### config.mk
export PLATFORM = sky130hd
export DESIGN_NAME = pc_next_unit_flat
export DESIGN_NICKNAME = d
export VERILOG_FILES = /design/src/rtl/pc_next_if.sv /design/src/rtl/pc_next_unit.sv /design/src/flat_wrapper.sv
export SDC_FILE = /design/constraint.sdc
export NUM_CORES = 1
export LEC_CHECK = 0
export ABC_AREA = 1
export CAP_MARGIN = 25
export CORE_ASPECT_RATIO = 1.75
export CORE_UTILIZATION = 36
export CTS_CLUSTER_DIAMETER = 200
export CTS_CLUSTER_SIZE = 10
export DETAILED_ROUTE_END_ITERATION = 16
export MAX_ROUTING_LAYER = met4
export PLACE_DENSITY = 0.87
export SLEW_MARGIN = 10
export SYNTH_ARGS = -nofsm -noshare
export SYNTH_HDL_FRONTEND = slang
export SYNTH_SLANG_ARGS = --single-unit
### constraint.sdc
create_clock -name clk -period 5 [get_ports clk]
set_input_delay 1 -clock clk [delete_from_list [all_inputs] [get_ports clk]]
set_output_delay 1 -clock clk [all_outputs]
set_load 0.05 [all_outputs]
### src/rtl/pc_next_if.sv
// Bundle between the PC stage and its neighbours: stall/redirect requests in,
// fetch PC, increment, pending status and flush control out.
interface pc_next_if #(
  parameter int PC_W   = 9,
  parameter int DATA_W = 32,
  parameter int N_SRC  = 3
);
  logic                    stall;
  logic [N_SRC-1:0]        redir_valid;
  logic [N_SRC*DATA_W-1:0] redir_target;
  logic [PC_W-1:0]         pc;
  logic [PC_W-1:0]         pc_plus;
  logic                    pend_valid;
  logic [N_SRC-1:0]        redir_src;
  logic                    flush;

  modport master (
    output stall, redir_valid, redir_target,
    input  pc, pc_plus, pend_valid, redir_src, flush
  );

  modport slave (
    input  stall, redir_valid, redir_target,
    output pc, pc_plus, pend_valid, redir_src, flush
  );
endinterface

### src/rtl/pc_next_unit.sv
// Registered program counter with N prioritised redirect sources and a
// one-entry buffer that keeps a redirect alive across a stall.
module pc_next_unit #(
  parameter int PC_W     = 9,
  parameter int DATA_W   = 32,
  parameter int N_SRC    = 3,
  parameter int INC      = 4,
  parameter int RESET_PC = 0
) (
  input logic    clk,
  input logic    reset,
  pc_next_if.slave bus
);
  localparam int IDX_W = (N_SRC > 1) ? $clog2(N_SRC) : 1;

  logic [PC_W-1:0]  pc_q;
  logic             pend_q;
  logic [IDX_W-1:0] pend_idx_q;
  logic [PC_W-1:0]  pend_tgt_q;

  logic             live_hit;
  logic [IDX_W-1:0] live_idx;
  logic [PC_W-1:0]  live_tgt;
  logic             take_live;
  logic             cand_hit;
  logic [IDX_W-1:0] cand_idx;
  logic [PC_W-1:0]  cand_tgt;
  logic             apply;
  logic [PC_W-1:0]  pc_inc;

  // Scan from the youngest source down so the lowest index ends up winning.
  always_comb begin
    live_hit = 1'b0;
    live_idx = '0;
    live_tgt = '0;
    for (int i = N_SRC - 1; i >= 0; i--) begin
      if (bus.redir_valid[i]) begin
        live_hit = 1'b1;
        live_idx = IDX_W'(i);
        live_tgt = bus.redir_target[i*DATA_W +: PC_W];
      end
    end
  end

  // On an index tie the live request carries the newer target of that stage.
  always_comb begin
    take_live = live_hit && (!pend_q || (live_idx <= pend_idx_q));
    cand_hit  = take_live || pend_q;
    cand_idx  = take_live ? live_idx : pend_idx_q;
    cand_tgt  = take_live ? live_tgt : pend_tgt_q;
    apply     = cand_hit && !bus.stall && !reset;
  end

  assign pc_inc         = pc_q + PC_W'(INC);
  assign bus.pc         = pc_q;
  assign bus.pc_plus    = pc_inc;
  assign bus.pend_valid = pend_q;
  assign bus.flush      = apply;
  assign bus.redir_src  = apply ? (N_SRC'(1) << cand_idx) : '0;

  always_ff @(posedge clk) begin
    if (reset) begin
      pc_q       <= PC_W'(RESET_PC);
      pend_q     <= 1'b0;
      pend_idx_q <= '0;
      pend_tgt_q <= '0;
    end else if (bus.stall) begin
      // Lower-priority arrivals are dropped: their instruction gets squashed.
      if (take_live) begin
        pend_q     <= 1'b1;
        pend_idx_q <= live_idx;
        pend_tgt_q <= live_tgt;
      end
    end else if (cand_hit) begin
      pc_q   <= cand_tgt;
      pend_q <= 1'b0;
    end else begin
      pc_q <= pc_inc;
    end
  end
endmodule

### src/flat_wrapper.sv
// flat-port wrapper written by rule: the top's interface ports become plain ports
module pc_next_unit_flat 
#(
  parameter int PC_W     = 9,
  parameter int DATA_W   = 32,
  parameter int N_SRC    = 3,
  parameter int INC      = 4,
  parameter int RESET_PC = 0
)
  (clk, reset, bus_stall, bus_redir_valid, bus_redir_target, bus_pc, bus_pc_plus, bus_pend_valid, bus_redir_src, bus_flush);
  pc_next_if #(.PC_W(PC_W), .DATA_W(DATA_W), .N_SRC(N_SRC)) bus_i ();
  input logic clk;
  input logic reset;
  input wire logic [$bits(bus_i.stall)-1:0] bus_stall;
  input wire logic [$bits(bus_i.redir_valid)-1:0] bus_redir_valid;
  input wire logic [$bits(bus_i.redir_target)-1:0] bus_redir_target;
  output wire logic [$bits(bus_i.pc)-1:0] bus_pc;
  output wire logic [$bits(bus_i.pc_plus)-1:0] bus_pc_plus;
  output wire logic [$bits(bus_i.pend_valid)-1:0] bus_pend_valid;
  output wire logic [$bits(bus_i.redir_src)-1:0] bus_redir_src;
  output wire logic [$bits(bus_i.flush)-1:0] bus_flush;
  assign bus_i.stall = bus_stall;
  assign bus_i.redir_valid = bus_redir_valid;
  assign bus_i.redir_target = bus_redir_target;
  assign bus_pc = bus_i.pc;
  assign bus_pc_plus = bus_i.pc_plus;
  assign bus_pend_valid = bus_i.pend_valid;
  assign bus_redir_src = bus_i.redir_src;
  assign bus_flush = bus_i.flush;
  pc_next_unit #(.PC_W(PC_W), .DATA_W(DATA_W), .N_SRC(N_SRC), .INC(INC), .RESET_PC(RESET_PC)) u_core (.clk(clk), .reset(reset), .bus(bus_i));
endmodule
Word-level counts from Yosys, hierarchy flattened

Index checks and enable logic that the tools add are counted.

Add/subtract/negate cells: 1
$lt $le $gt $ge: 1
Mux-type cells: 16
Equal/unequal tests: 1
Reductions and logical operators: 10
Shift-type cells: 1

Operators with widths:

| operator            | count |
|---|---|
| $mux 9              | 5 |
| $add 9x3->9 const B | 1 |
| $mux 2              | 4 |
| $mux 1              | 6 |
| $logic_and 1x1->1   | 3 |
| $logic_not 1->1     | 3 |
| $mux 3              | 1 |
| $shl 1x2->3 const A | 1 |
| $le 2x2->1          | 1 |
| $logic_or 1x1->1    | 2 |
| $ne 2x1->1 const B  | 1 |
| $reduce_and 2->1    | 1 |
| $reduce_bool 2->1   | 1 |

Flip-flop bits (word level): 21
Bits of input ports: 102
Output and inout bits: 23

Longest topological paths before layout

Depth after elaboration: 10
Mapped depth: 16
Mapped depth without buffers: 14

Least setup slack after synthesis

Ideal clock, no wire load.

Path kind: input to output
Start point: input bus_redir_valid[1]
End point: output bus_redir_src[1]
Slack: 1.015 ns
Stages on the path: 13
Required time: 4.000 ns
Arrival: 2.985 ns
Cell sequence: buf_6 nor2_4 nand2_2 inv_1 ha_1 nand2_1 nand2_1 nand2_1 nand2_2 buf_6 o21ai_2 clkinv_2 nor2_1

Longest elaborated chain between the ends: 9
Elaborated cells on any way between the ends: 13
Those cells by class: order compare (1); shift (1); mux (6); reduce/logical (5)

RTL lines:

| what                            | RTL line           | text |
|---|---|---|
| from (decl)                     | flat_wrapper.sv:15 | `input wire logic [$bits(bus_i.redir_valid)-1:0] bus_redir_valid;` |
| $mux 2 (2 in series)            | pc_next_unit.sv:37 | `if (bus.redir_valid[i]) begin` |
| $le 2x2->1                      | pc_next_unit.sv:47 | `take_live = live_hit && (!pend_q \|\| (live_idx <= pend_idx_q));` |
| $logic_or 1x1->1                | pc_next_unit.sv:47 |  |
| $logic_and 1x1->1               | pc_next_unit.sv:47 |  |
| $logic_or 1x1->1                | pc_next_unit.sv:48 | `cand_hit = take_live \|\| pend_q;` |
| $logic_and 1x1->1 (2 in series) | pc_next_unit.sv:51 | `apply = cand_hit && !bus.stall && !reset;` |
| $mux 3 (*)                      | pc_next_unit.sv:59 | `assign bus.redir_src = apply ? (N_SRC'(1) << cand_idx) : '0;` |
| to (decl)                       | flat_wrapper.sv:20 | `output wire logic [$bits(bus_i.redir_src)-1:0] bus_redir_src;` |

Mark *: on every way between the ends. The rest lies on a longest branch, timed or not.

Worst setup path after layout

Start point: input bus_redir_valid[1]
End point: output bus_redir_src[2]

The elaborated chain is that of the path after synthesis.

==> summary.txt <==
Synthesis
  – Cell Area, Synth: 0.001565 mm^2
  – Synth cell types: 24
  – Area contributors post-synth: dfxtp_1, nand2_1, inv_1
  – Yosys warns: 0
  – Leading area contributor after synthesis: dfxtp_1
  – #FFs+latches synth: 21
  – Sequential share of the synthesized area: 26.86%
  – Synth Instances: 268
  – Top cell type's share of synthesized area: 26.86%
  – Synthesized area per cell: 5.840 um^2
  – Post-Syn Nets: 373

Detailed routing
  – Post-DRT Antenna Nets: 0
  – Routed vias: 1,729
  – Vias/cell: 4.698
  – DR pass1 iterations: 4
  – Post-Route WL: 4.013 mm
  – 1st-iter DRT viols: 34
  – DRC viols: 0
  – Wire length per cell: 10.90 um

Cells and area
  – Final instance area: 0.002202 mm^2
  – Finished Layout Cells: 368
  – Layout cells sized above 1: 7.524%
  – Layout net count: 425
  – ANT cells: 0
  – Synthesis-to-layout area growth: 40.69%

Die
  – Row count: 31
  – Die Footprint: 0.004626 mm^2
  – Initial Utilization: 37.71%
  – Core area: 0.004150 mm^2
  – Io pins: 125
  – Die height: 89.23 um
  – Die width: 51.85 um

Hold path
  – Worst hold-check path type: flop to flop

CTS
  – TritonCTS clock tree: built
  – Clock slew at reported path FFs: 0.08 ns
  – Post-CTS Setup Bufs: 0
  – H-tree Lvls: 1
  – Skew-Pair Late Insertion Delay: 0.26 ns
  – Post-CTS resize count: 0
  – Clk sink count: 21
  – CTS max path bufs: 2
  – Hold_buf cts: 0
  – CTS Buf Count: 3
  – Clock root cell: clkbuf_8

Critical path
  – Critical path class: primary input to output pin
  – Worst setup EP type: output pin
  – Crit path max-delay family: buffers and inverters
  – Startpoint types: primary input
  – Critical path buffers and inverters: 4
  – Slowest cell on crit path: clkdlybuf4s50_1
  – CP Cell Sequence: clkdlybuf4s50_1 > nor2_4 > nand2_2 > inv_1 > ha_1 > nand2_1 > nand2_1 > nand2_1 > nand2_2 > o21ai_0 > inv_1 > nor2_1 > buf_12
  – Cell mode on critical path: nand2_1
  – Worst EP arrival: 3.62 ns
  – Crit-path max cell delay: 0.70 ns
  – Worst-path fanout max: 13
  – Critical path data required time: 4.00 ns

STA
  – Worst slew margin: 56.34%
  – Skew final: 0.002387 ns
  – Worst setup margin: 0.3847 ns
  – Crit share post-route: 92.31%
  – Setup Viol. Count Final: 0
  – Fmax: 0.2167 GHz
  – RSZ-0062 raised after global routing: no
  – Measured slew at the worst slew-check pin: 0.6528 ns
  – Final Hold Viols: 0
  – Slew Limit Fails: 0
  – Setup_tns: 0 ns
  – Clock period minus worst slack: 4.615 ns

Placement
  – Inst Count DP: 364
  – Port Buffer Count: 55
  – Placed Area: 0.002157 mm^2
  – Pre-CTS setup slack: 0.3610 ns
  – Hpwl dp: 3.183 mm
  – Final GP Congestion: 0.9143

Power and ir drop
  – P_leak: 0.001137 uW
  – PD cells: 234.3 mW/mm^2
  – Maximum vdd drop: 0.0001727 V
  – Tot Pwr: 515.9 uW

GRT
  – Grt ovf: 0
  – Largest net degree at the start of global routing: 23
  – Vias in the first global route: 1,637
  – First-pass GRT wire length: 6.265 mm
  – Initial antenna violation count: 0
  – GRT Overall Usage: 18.16%

Job
  – Max-cap violations: 0

Run status
  – Run status: completed
cell usage after synthesis:
| cell | number |
|---|---|
| a21oi_2 | 2 |
| o21ai_2 | 1 |
| o21ai_0 | 10 |
| buf_2 | 4 |
| nand3_1 | 27 |
| nand2_1 | 78 |
| nand2_2 | 3 |
| ha_1 | 3 |
| buf_6 | 2 |
| buf_4 | 2 |
| nor2_4 | 2 |
| a21oi_1 | 18 |
| inv_1 | 48 |
| nor2_8 | 1 |
| clkbuf_1 | 2 |
| inv_2 | 3 |
| inv_4 | 1 |
| dfxtp_1 | 21 |
| o21ai_1 | 2 |
| nand2_4 | 2 |
| clkinv_2 | 1 |
| and2_1 | 2 |
| xnor2_1 | 3 |
| nor2_1 | 30 |
power by group:
part / switching, uW / internal [uW]
clock: 55.9 / 56.8
combinational: 129 / 81.9
sequential: 11.6 / 181
layout by cell type (no fill, tap or decap), types with 2 or more instances in the layout:
cell type	synthesis	final
nor2_4	2	2
a21oi_1	18	18
inv_1	48	48
clkdlybuf4s50_1	0	52
nor2_1	30	30
ha_1	3	3
dfxtp_1	21	21
nand2_2	3	3
o21ai_0	10	10
xnor2_1	3	3
o21ai_1	2	2
nand3_1	27	27
clkbuf_8	0	3
and2_1	2	2
nand2_4	2	2
a21oi_2	2	2
nand2_1	78	78
inv_2	3	3
buf_12	0	3
buf_4	2	2
worst register-to-register path, delay by kind of cell, from the launching register on:
family          cells  cell delay [ns]
simple gates        2             0.32
flops               1             0.34
fa+ha+maj           1             0.31
compound gates      3             0.52
buf+inv             2             0.12
routing by layer:
metal	share of wire [%]	global-route usage, %
met1	38	15.23
met4	1.3	7.617
met2	57	37.65
met5	0	-
met3	3.8	1.871
logic make-up after synthesis:
group | count (synthesis) | share of synthesized area (%)
fa+ha+maj | 3 | 2.398
simple gates | 145 | 40.69
flops | 21 | 26.86
buf+inv | 63 | 17.11
compound gates | 33 | 11.27
xor+xnor | 3 | 1.679
final cells by class:
cell class,count,area (um^2)
Timing Repair Buffer,57,595.6
Fill cell,410,1948
Inverter,53,202.7
Multi-Input combinational cell,184,877.1
Clock buffer,4,45.04
Sequential cell,21,420.4
Tap cell,49,61.31
registers in the layout (all words and copies together), names as in the netlist:
name,count
u_core.pend_idx_q,2
u_core.bus.pend_valid,1
u_core.bus.pc,9
u_core.pend_tgt_q,9
path summary, 6_finish.rpt:
kind                                     start                                 to  slack (ns)  cells past startpoint
max reg2reg  u_core.pend_idx_q[1]$_SDFFE_PP0P_  u_core.pend_idx_q[1]$_SDFFE_PP0P_        3.29                      8
min          u_core.pend_tgt_q[8]$_SDFFE_PP0P_  u_core.pend_tgt_q[8]$_SDFFE_PP0P_        0.54                      4
min reg2reg  u_core.pend_tgt_q[8]$_SDFFE_PP0P_  u_core.pend_tgt_q[8]$_SDFFE_PP0P_        0.54                      4
max                         bus_redir_valid[1]                   bus_redir_src[2]        0.38                     13
through the flow:
| stage | hold WS (ns) | utilization, % |
|---|---|---|
| final | 0.5416 | 53.06 |
| after global routing | 0.5786 | 53.06 |
| after CTS | 0.5453 | 53.06 |
| after detailed placement | 0.5321 | 51.97 |
| after global placement | 0.5184 | 51.97 |
| after floorplan | 0.5022 | - |
Note: power is estimated with default switching activity, not from simulation.
